## src/rtl/automat_seq_ctrl.sv

```systemverilog
`default_nettype none
// +-----------------------------------------------------------------------+
// | automat_seq_ctrl: feeds a programmed (x,y) word into the Mealy        |
// | automaton one symbol per clock and captures its t1..t3 outputs.       |
// | Rev 1.0                                                               |
// +-----------------------------------------------------------------------+
module automat_seq_ctrl #(
    parameter int W = 16
) (
    input  logic         clk,
    input  logic         res,
    input  logic         start_i,
    input  logic         abort_i,
    input  logic [4:0]   len_i,
    input  logic [W-1:0] xseq_i,
    input  logic [W-1:0] yseq_i,
    output logic         a_res_o,
    output logic         a_x_o,
    output logic         a_y_o,
    input  logic         a_t1_i,
    input  logic         a_t2_i,
    input  logic         a_t3_i,
    output logic         busy_o,
    output logic         done_o,
    output logic         aborted_o,
    output logic [4:0]   steps_o,
    output logic [W-1:0] tr1_o,
    output logic [W-1:0] tr2_o,
    output logic [W-1:0] tr3_o,
    output logic [4:0]   cnt1_o,
    output logic [4:0]   cnt2_o,
    output logic [4:0]   cnt3_o
);

    typedef enum logic [1:0] {
        IDLE = 2'd0,
        RUN  = 2'd1,
        DONE = 2'd2
    } state_t;

    localparam logic [4:0]   C_WMAX  = 5'(W);
    localparam logic [W-1:0] C_SEL0  = {{(W-1){1'b0}}, 1'b1};

    state_t       state_q;
    logic [W-1:0] xsh_q;
    logic [W-1:0] ysh_q;
    logic [W-1:0] sel_q;
    logic [4:0]   n_q;
    logic [4:0]   steps_q;
    logic [W-1:0] tr1_q;
    logic [W-1:0] tr2_q;
    logic [W-1:0] tr3_q;
    logic [4:0]   cnt1_q;
    logic [4:0]   cnt2_q;
    logic [4:0]   cnt3_q;
    logic         a_res_q;
    logic         busy_q;
    logic         done_q;
    logic         aborted_q;

    logic [4:0]   w_len;
    logic         w_run;
    logic         w_last;

    assign w_len  = (len_i > C_WMAX) ? C_WMAX : len_i;
    assign w_run  = (state_q == RUN);
    assign w_last = (steps_q == (n_q - 5'd1));

    // Operands are shifted out LSB-first, so bit 0 is always the current step.
    assign a_x_o  = w_run & xsh_q[0];
    assign a_y_o  = w_run & ysh_q[0];

    always_ff @(posedge clk) begin
        if (res) begin
            state_q   <= IDLE;
            xsh_q     <= '0;
            ysh_q     <= '0;
            sel_q     <= '0;
            n_q       <= '0;
            steps_q   <= '0;
            tr1_q     <= '0;
            tr2_q     <= '0;
            tr3_q     <= '0;
            cnt1_q    <= '0;
            cnt2_q    <= '0;
            cnt3_q    <= '0;
            a_res_q   <= 1'b1;
            busy_q    <= 1'b0;
            done_q    <= 1'b0;
            aborted_q <= 1'b0;
        end else begin
            case (state_q)
                IDLE: begin
                    done_q <= 1'b0;
                    if (start_i) begin
                        xsh_q     <= xseq_i;
                        ysh_q     <= yseq_i;
                        sel_q     <= C_SEL0;
                        n_q       <= w_len;
                        steps_q   <= '0;
                        tr1_q     <= '0;
                        tr2_q     <= '0;
                        tr3_q     <= '0;
                        cnt1_q    <= '0;
                        cnt2_q    <= '0;
                        cnt3_q    <= '0;
                        aborted_q <= 1'b0;
                        busy_q    <= 1'b1;
                        if (w_len != 5'd0) begin
                            state_q <= RUN;
                            a_res_q <= 1'b0;
                        end else begin
                            state_q <= DONE;
                            done_q  <= 1'b1;
                        end
                    end
                end
                RUN: begin
                    if (abort_i) begin
                        // The step presented in the abort cycle is discarded.
                        aborted_q <= 1'b1;
                        a_res_q   <= 1'b1;
                        done_q    <= 1'b1;
                        state_q   <= DONE;
                    end else begin
                        tr1_q   <= tr1_q | ({W{a_t1_i}} & sel_q);
                        tr2_q   <= tr2_q | ({W{a_t2_i}} & sel_q);
                        tr3_q   <= tr3_q | ({W{a_t3_i}} & sel_q);
                        cnt1_q  <= cnt1_q + 5'(a_t1_i);
                        cnt2_q  <= cnt2_q + 5'(a_t2_i);
                        cnt3_q  <= cnt3_q + 5'(a_t3_i);
                        steps_q <= steps_q + 5'd1;
                        xsh_q   <= xsh_q >> 1;
                        ysh_q   <= ysh_q >> 1;
                        sel_q   <= sel_q << 1;
                        if (w_last) begin
                            a_res_q <= 1'b1;
                            done_q  <= 1'b1;
                            state_q <= DONE;
                        end
                    end
                end
                DONE: begin
                    done_q  <= 1'b0;
                    busy_q  <= 1'b0;
                    state_q <= IDLE;
                end
                default: begin
                    done_q  <= 1'b0;
                    busy_q  <= 1'b0;
                    a_res_q <= 1'b1;
                    state_q <= IDLE;
                end
            endcase
        end
    end

    assign a_res_o   = a_res_q;
    assign busy_o    = busy_q;
    assign done_o    = done_q;
    assign aborted_o = aborted_q;
    assign steps_o   = steps_q;
    assign tr1_o     = tr1_q;
    assign tr2_o     = tr2_q;
    assign tr3_o     = tr3_q;
    assign cnt1_o    = cnt1_q;
    assign cnt2_o    = cnt2_q;
    assign cnt3_o    = cnt3_q;

endmodule
`default_nettype wire

```

## config.mk

```make
export PLATFORM = sky130hd
export DESIGN_NAME = automat_seq_ctrl
export DESIGN_NICKNAME = d
export VERILOG_FILES = /design/src/rtl/automat_seq_ctrl.sv
export SDC_FILE = /design/constraint.sdc
export NUM_CORES = 1
export LEC_CHECK = 0
export ABC_CLOCK_PERIOD_IN_PS = 3600
export BUFFER_PORTS_ARGS = -buffer_cell sky130_fd_sc_hd__buf_4
export CAP_MARGIN = 25
export CORE_UTILIZATION = 50
export CTS_BUF_LIST = sky130_fd_sc_hd__clkbuf_8
export DETAILED_ROUTE_END_ITERATION = 7
export PLACE_DENSITY_LB_ADDON = 0.08
export SETUP_SLACK_MARGIN = 0.05
export SYNTH_ARGS = -nofsm -noshare
export SYNTH_HDL_FRONTEND = slang
export SYNTH_SLANG_ARGS = --single-unit
```

## constraint.sdc

```tcl
create_clock -name clk -period 3.6 [get_ports clk]
set_input_delay 0.18 -clock clk [delete_from_list [all_inputs] [get_ports clk]]
set_output_delay 0.18 -clock clk [all_outputs]
set_load 0.05 [all_outputs]
```

* After elaboration in Yosys (flattened, before gate mapping)
Cells that the tools add are included.
Word-level totals: output and inout port bits 74, register bits after elaboration 127, logic and storage cells 93
Operators by class: order comparisons 1, multiplexer cells 44, $add $sub $neg 5, bitwise logic cells 10, eq/ne operators 8, reductions and logical operators 9
Operators with widths (count):
- case mux 16 bit (2 select lines) | 6
- 2-to-1 mux 16 bit | 10
- AND 16 bit | 3
- OR 16 bit | 3
- case mux 5 bit (2 select lines) | 4
- 2-to-1 mux 5 bit | 6
- adder 5 x 1 -> 5 bit | 3
- 2-to-1 mux 1 bit | 9
- 2-to-1 mux 2 bit | 4
- inequality test 2 bit (second input constant) | 4
- case mux 1 bit (2 select lines) | 3
- AND reduction 2 bit | 3
- AND reduction 3 bit | 2
- adder 5 x 1 -> 5 bit (second input constant) | 1
- equality test 5 bit | 1
- > comparator 5 bit (second input constant) | 1
- nonzero test 5 bit | 1
- subtractor 5 x 1 -> 5 bit (second input constant) | 1
- case mux 2 bit (2 select lines) | 1
- AND reduction 4 bit | 1
- inequality test 3 x 2 -> 1 bit (second input constant) | 1
- case mux 1 bit (3 select lines) | 1
- AND 1 bit | 2
- equality test 2 x 1 -> 1 bit (second input constant) | 1
- other kinds (4) | 5

* Depth between registers and ports, before layout
depth after elaboration 6, mapped depth 7, depth with buffers taken out 7

* Worst setup path after synthesis
No wires, ideal clock.
path type register to register, start point reg steps_q[2] (netlist: steps_o[2]), end point reg a_res_q (netlist: a_res_o), setup slack 1.643 ns, clock period less this slack 1.957 ns, stages on the path, launching flop included 6, setup time 0.122 ns, arrival 1.835 ns, cells stage by stage dfxtp_1 > nand2_1 > nor4_1 > a31oi_1 > or4_1 > a221o_1
On the way: word-level cells in the longest chain between the ends 3
Ends and longest elaborated chain:
- from (decl) | line 49 | logic [4:0] steps_q;
- from (signal assigned) | line 132 | steps_q <= steps_q + 5'd1;
- equality test 5 bit | line 67 | assign w_last = (steps_q == (n_q - 5'd1));
- inequality test 3 x 2 -> 1 bit (no line)
- AND reduction 4 bit (no line)
- to (signal assigned) | line 87 | a_res_q <= 1'b1;
- to (signal assigned) | line 111 | a_res_q <= 1'b0;
- to (signal assigned) | line 122 | a_res_q <= 1'b1;
- to (decl) | line 56 | logic a_res_q;
Every way passes these cells. A chain may end at the register's enable or synchronous reset.

* Final worst setup path
start point reg state_q[0], end point reg cnt3_q[4] (netlist: cnt3_o[4])
On the way: word-level cells in the longest chain between the ends 3
Ends and longest elaborated chain:
- from (decl) | line 44 | state_t state_q;
- from (signal assigned) | line 75 | state_q <= IDLE;
- from (signal assigned) | line 110 | state_q <= RUN;
- from (signal assigned) | line 113 | state_q <= DONE;
- equality test 2 x 1 -> 1 bit or logical NOT 2 bit (tied branches) | line 92 | case (state_q)
- inequality test 2 bit (no line) or nonzero test 2 bit (tied branches)
- AND reduction 3 bit (no line)
- to (signal assigned) | line 131 | cnt3_q <= cnt3_q + 5'(a_t3_i);
- to (decl) | line 55 | logic [4:0] cnt3_q;
Parallel ways exist; a longest one is shown, timed or not.

==> impl_metrics.toml <==
[timing]
hold_ws_ns = 0.0217
grt_setup_unrepaired = "no"
hold_viol = 0
setup_tns_ns = 0
finalCriticalPeriod_ns = 2.38
finalMaxSlewViolations = 0
period_share = 0.662
fmax_mhz = 420
clock_skew_ns = 0.0107
setup_viol = 0
tightest_slew_ns = 0.864
timing.slew.headroom = 0.424

[logic_synthesis]
postSynthCellCount = 569
synth_warnings = 0
ys_types = 32
yosysSeqAreaShare = 0.528
syn_avg_cell_area_um2 = 8.45
synth_seq_cells = 127
synthesis.nets = 621
synth_area_mm2 = 0.00481

[finish]
syn2layout_area_growth_pct = 28.0
nets = 724
fin_cells = 813
fill_cells = 844
antenna_cells = 0
layout-drive-gt1-share = 0.230
fin_area_mm2 = 0.00616

[route]
num_vias = 4261
drt-vias-per-instance = 5.24
first_iter_violations = 180
dr.pass1.iters = 4
routed_wl_um = 11000
wl_per_cell_um = 13.5
drc_errors = 0
ant_nets = 0

[global_routing]
grt_usage = 0.233
grt-ovfl-total = 0
grt_pass1_wl_um = 18300
grt_pass1_vias = 3943
grt_max_degree = 88
grt_busiest_layer = "met2"
met3_usage = 0.0703
grt_use_met1 = 0.288
met2_usage = 0.379
antenna_found_initial = 0

[cts]
cts_num_sinks = 127
cts_tree = "done"
ctsHtreeMaxLevel = 4
cts_made_buffers = 17
root_buffer = "clkbuf_8"
clk_pin_slew_ns = 0.07
cts_resized = 0
ctsLongestPathBuffers = 2
insertion_delay_ns = 0.43

[floorplanning]
die_h_um = 100
ios = 118
core_area_mm2 = 0.00928
dieArea_mm2 = 0.0100
rows = 35
start_util = 0.518
die_x_um = 100

[worst_setup_path]
critPathLaunchType = "flop"
worstSetupEndpointType = "flop"
cp_max_fo = 87
path_common_cell = "nor2_1"
reg2reg_slack_ns = 1.22
crit_buf_inv = 1
critPathKind = "reg2reg"
critPathRequiredTime_ns = 3.92
worst_path_max_delay_cell = "buf_4"
cp_slowest_stage_delay_ns = 0.73
path_cells = "nor2_1, a211oi_4, buf_4, nand4_1, xor2_1, nor2_1"
timing.rr.start = "state_q[0]"
critPathLaunch = "state_q[0]"
crit_family = "buffers and inverters"
crit_arrival_ns = 2.70
critPathCapture = "cnt3_o[4]"
worst_r2r_endpoint = "cnt3_o[4]"
crit_cells = 6
r2r_cells = 6

[power]
p_per_area_mw_per_mm2 = 492
ir_worst_vdd_uv = 282
pwr-share-comb = 0.109
internal_power_mw = 2.20
clkPwrFrac = 0.398
share_seq_of_total_power = 0.493
p_leak_nw = 2.53
power_switching_mw = 0.832
switching_share = 0.275

[placement]
gp_congestion = 0.781
dp.cells = 778
place_hpwl_um = 7260
placed_area_mm2 = 0.00572
io_buffers = 117

[job]
maxCapViolCount = 0

[outcome]
outcome = "completed"

[min_path]
min_path_type = "in2reg"
## worst min-delay path by stage
| stage | from | endpoint | slack (ns) | cells past startpoint |
|---|---|---|---|---|
| final | xseq_i[10] | xsh_q[10] | 0.02 | 3 |
| after global routing | xseq_i[10] | xsh_q[10] | 0.006 | 3 |
| after CTS | xseq_i[3] | xsh_q[3] | 0.001 | 3 |
| after detailed placement | xseq_i[15] | xsh_q[15] | 0.44 | 3 |
| after global placement | yseq_i[15] | ysh_q[15] | 0.43 | 3 |
| after floorplan | len_i[4] | n_q[4] | 0.32 | 2 |
## cells by family (layout without fill, tap and decap cells)
| kind of cell | Yosys count | count (layout) | synth area share |
|---|---|---|---|
| buffers and inverters | 46 | 161 | 0.0445 |
| XOR/XNOR | 17 | 17 | 0.0310 |
| AO/OA/AOI/OAI | 124 | 124 | 0.160 |
| flip-flops | 127 | 127 | 0.528 |
| AND/OR/NAND/NOR | 247 | 247 | 0.215 |
| adder cells (fa/ha/maj) | 8 | 8 | 0.0208 |
## power groups by stage
stage | sequential [mW] | combinational [mW] | clock (mW)
5_1_grt | 1.50 | 0.366 | 1.30
3_3_place_gp | 1.52 | 0.318 | 0
3_5_place_dp | 1.53 | 0.328 | 0
2_1_floorplan | 1.54 | 0.216 | 0
6_report | 1.49 | 0.329 | 1.21
4_1_cts | 1.49 | 0.333 | 1.23
## repair_timing
action	in CTS	in global routing
setup buffers	0	0
hold endpoints to repair	4	0
hold buffers	4	0
## synthesized netlist by cell type (all sizes together)
cell	count	share of area
or4	2	0.0031
xor2	15	0.027
a31oi	1	0.0013
o21ai	3	0.0031
o21a	1	0.0016
nand3	23	0.024
inv	3	0.0023
clkbuf	17	0.013
nor4	1	0.0013
and2	6	0.0078
a211o	1	0.0018
a22oi	3	0.0047
o211ai	1	0.0016
o31a	1	0.0018
buf	26	0.029
ha	8	0.021
nand2	94	0.073
a311oi	30	0.055
dfxtp	127	0.53
a21oi	80	0.083
nor3	2	0.0021
nand4	8	0.010
nand2b	7	0.0091
nand3b	4	0.0062
a211oi	1	0.0026
a221o	1	0.0021
a21o	1	0.0016
xnor2	2	0.0036
nor2	100	0.078
## worst reg2reg max path, delay by kind of cell, from the launching register on
family	cells	cell delay (ns)
AO/OA/AOI/OAI	1	0.44
XOR/XNOR	1	0.18
buffers and inverters	1	0.73
flip-flops	1	0.49
AND/OR/NAND/NOR	3	0.43
## registers in the layout (all words and copies together) (netlist names)
name	cells
tr3_o	16
n_q	5
a_res_o	1
tr2_o	16
steps_o	5
cnt3_o	5
ysh_q	16
xsh_q	16
sel_q	16
done_o	1
tr1_o	16
cnt2_o	5
state_q	2
busy_o	1
aborted_o	1
cnt1_o	5
## cells in the final DEF (no fill, tap or decap), types with 2 or more instances in the layout
cell type / count
a21oi_1: 80
a22oi_1: 3
a311oi_1: 30
and2_1: 6
buf_4: 122
bufinv_16: 2
clkbuf_8: 17
clkinv_4: 6
clkinvlp_4: 3
dfxtp_1: 127
dlygate4sd3_1: 4
ha_1: 8
inv_1: 3
inv_6: 3
nand2_1: 94
nand2b_1: 6
nand3_1: 23
nand3b_1: 4
nand4_1: 8
nor2_1: 99
nor3_1: 2
o21ai_0: 2
or4_1: 2
xnor2_1: 2
xor2_1: 15
## metrics by stage
step | worst slack [ns] | util | power (mW)
floorplan | 1.64 | - | 1.75
global placement | 1.30 | 0.614 | 1.84
detailed placement | 1.21 | 0.616 | 1.85
CTS | 1.18 | 0.663 | 3.06
global route | 1.02 | 0.663 | 3.17
finish | 1.22 | 0.663 | 3.03
## per-layer routing
layer / up-vias / part of all wire
li1: 2157 / -
met5: - / 0
met2: 101 / 0.48
met1: 1985 / 0.45
met3: 18 / 0.056
met4: 0 / 0.018
## final cells by class
| class | count | area (um^2) | share of cell area |
|---|---|---|---|
| clock inverters | 14 | 161 | 0.0262 |
| repair buffers | 127 | 976 | 0.158 |
| flip-flops and latches | 127 | 2540 | 0.413 |
| well taps | 129 | 161 | 0.0262 |
| inverters | 3 | 11.3 | 0.00183 |
| clock buffers | 17 | 234 | 0.0380 |
| multi-input cells | 396 | 2070 | 0.336 |
Note: power is estimated with default switching activity, not from simulation.
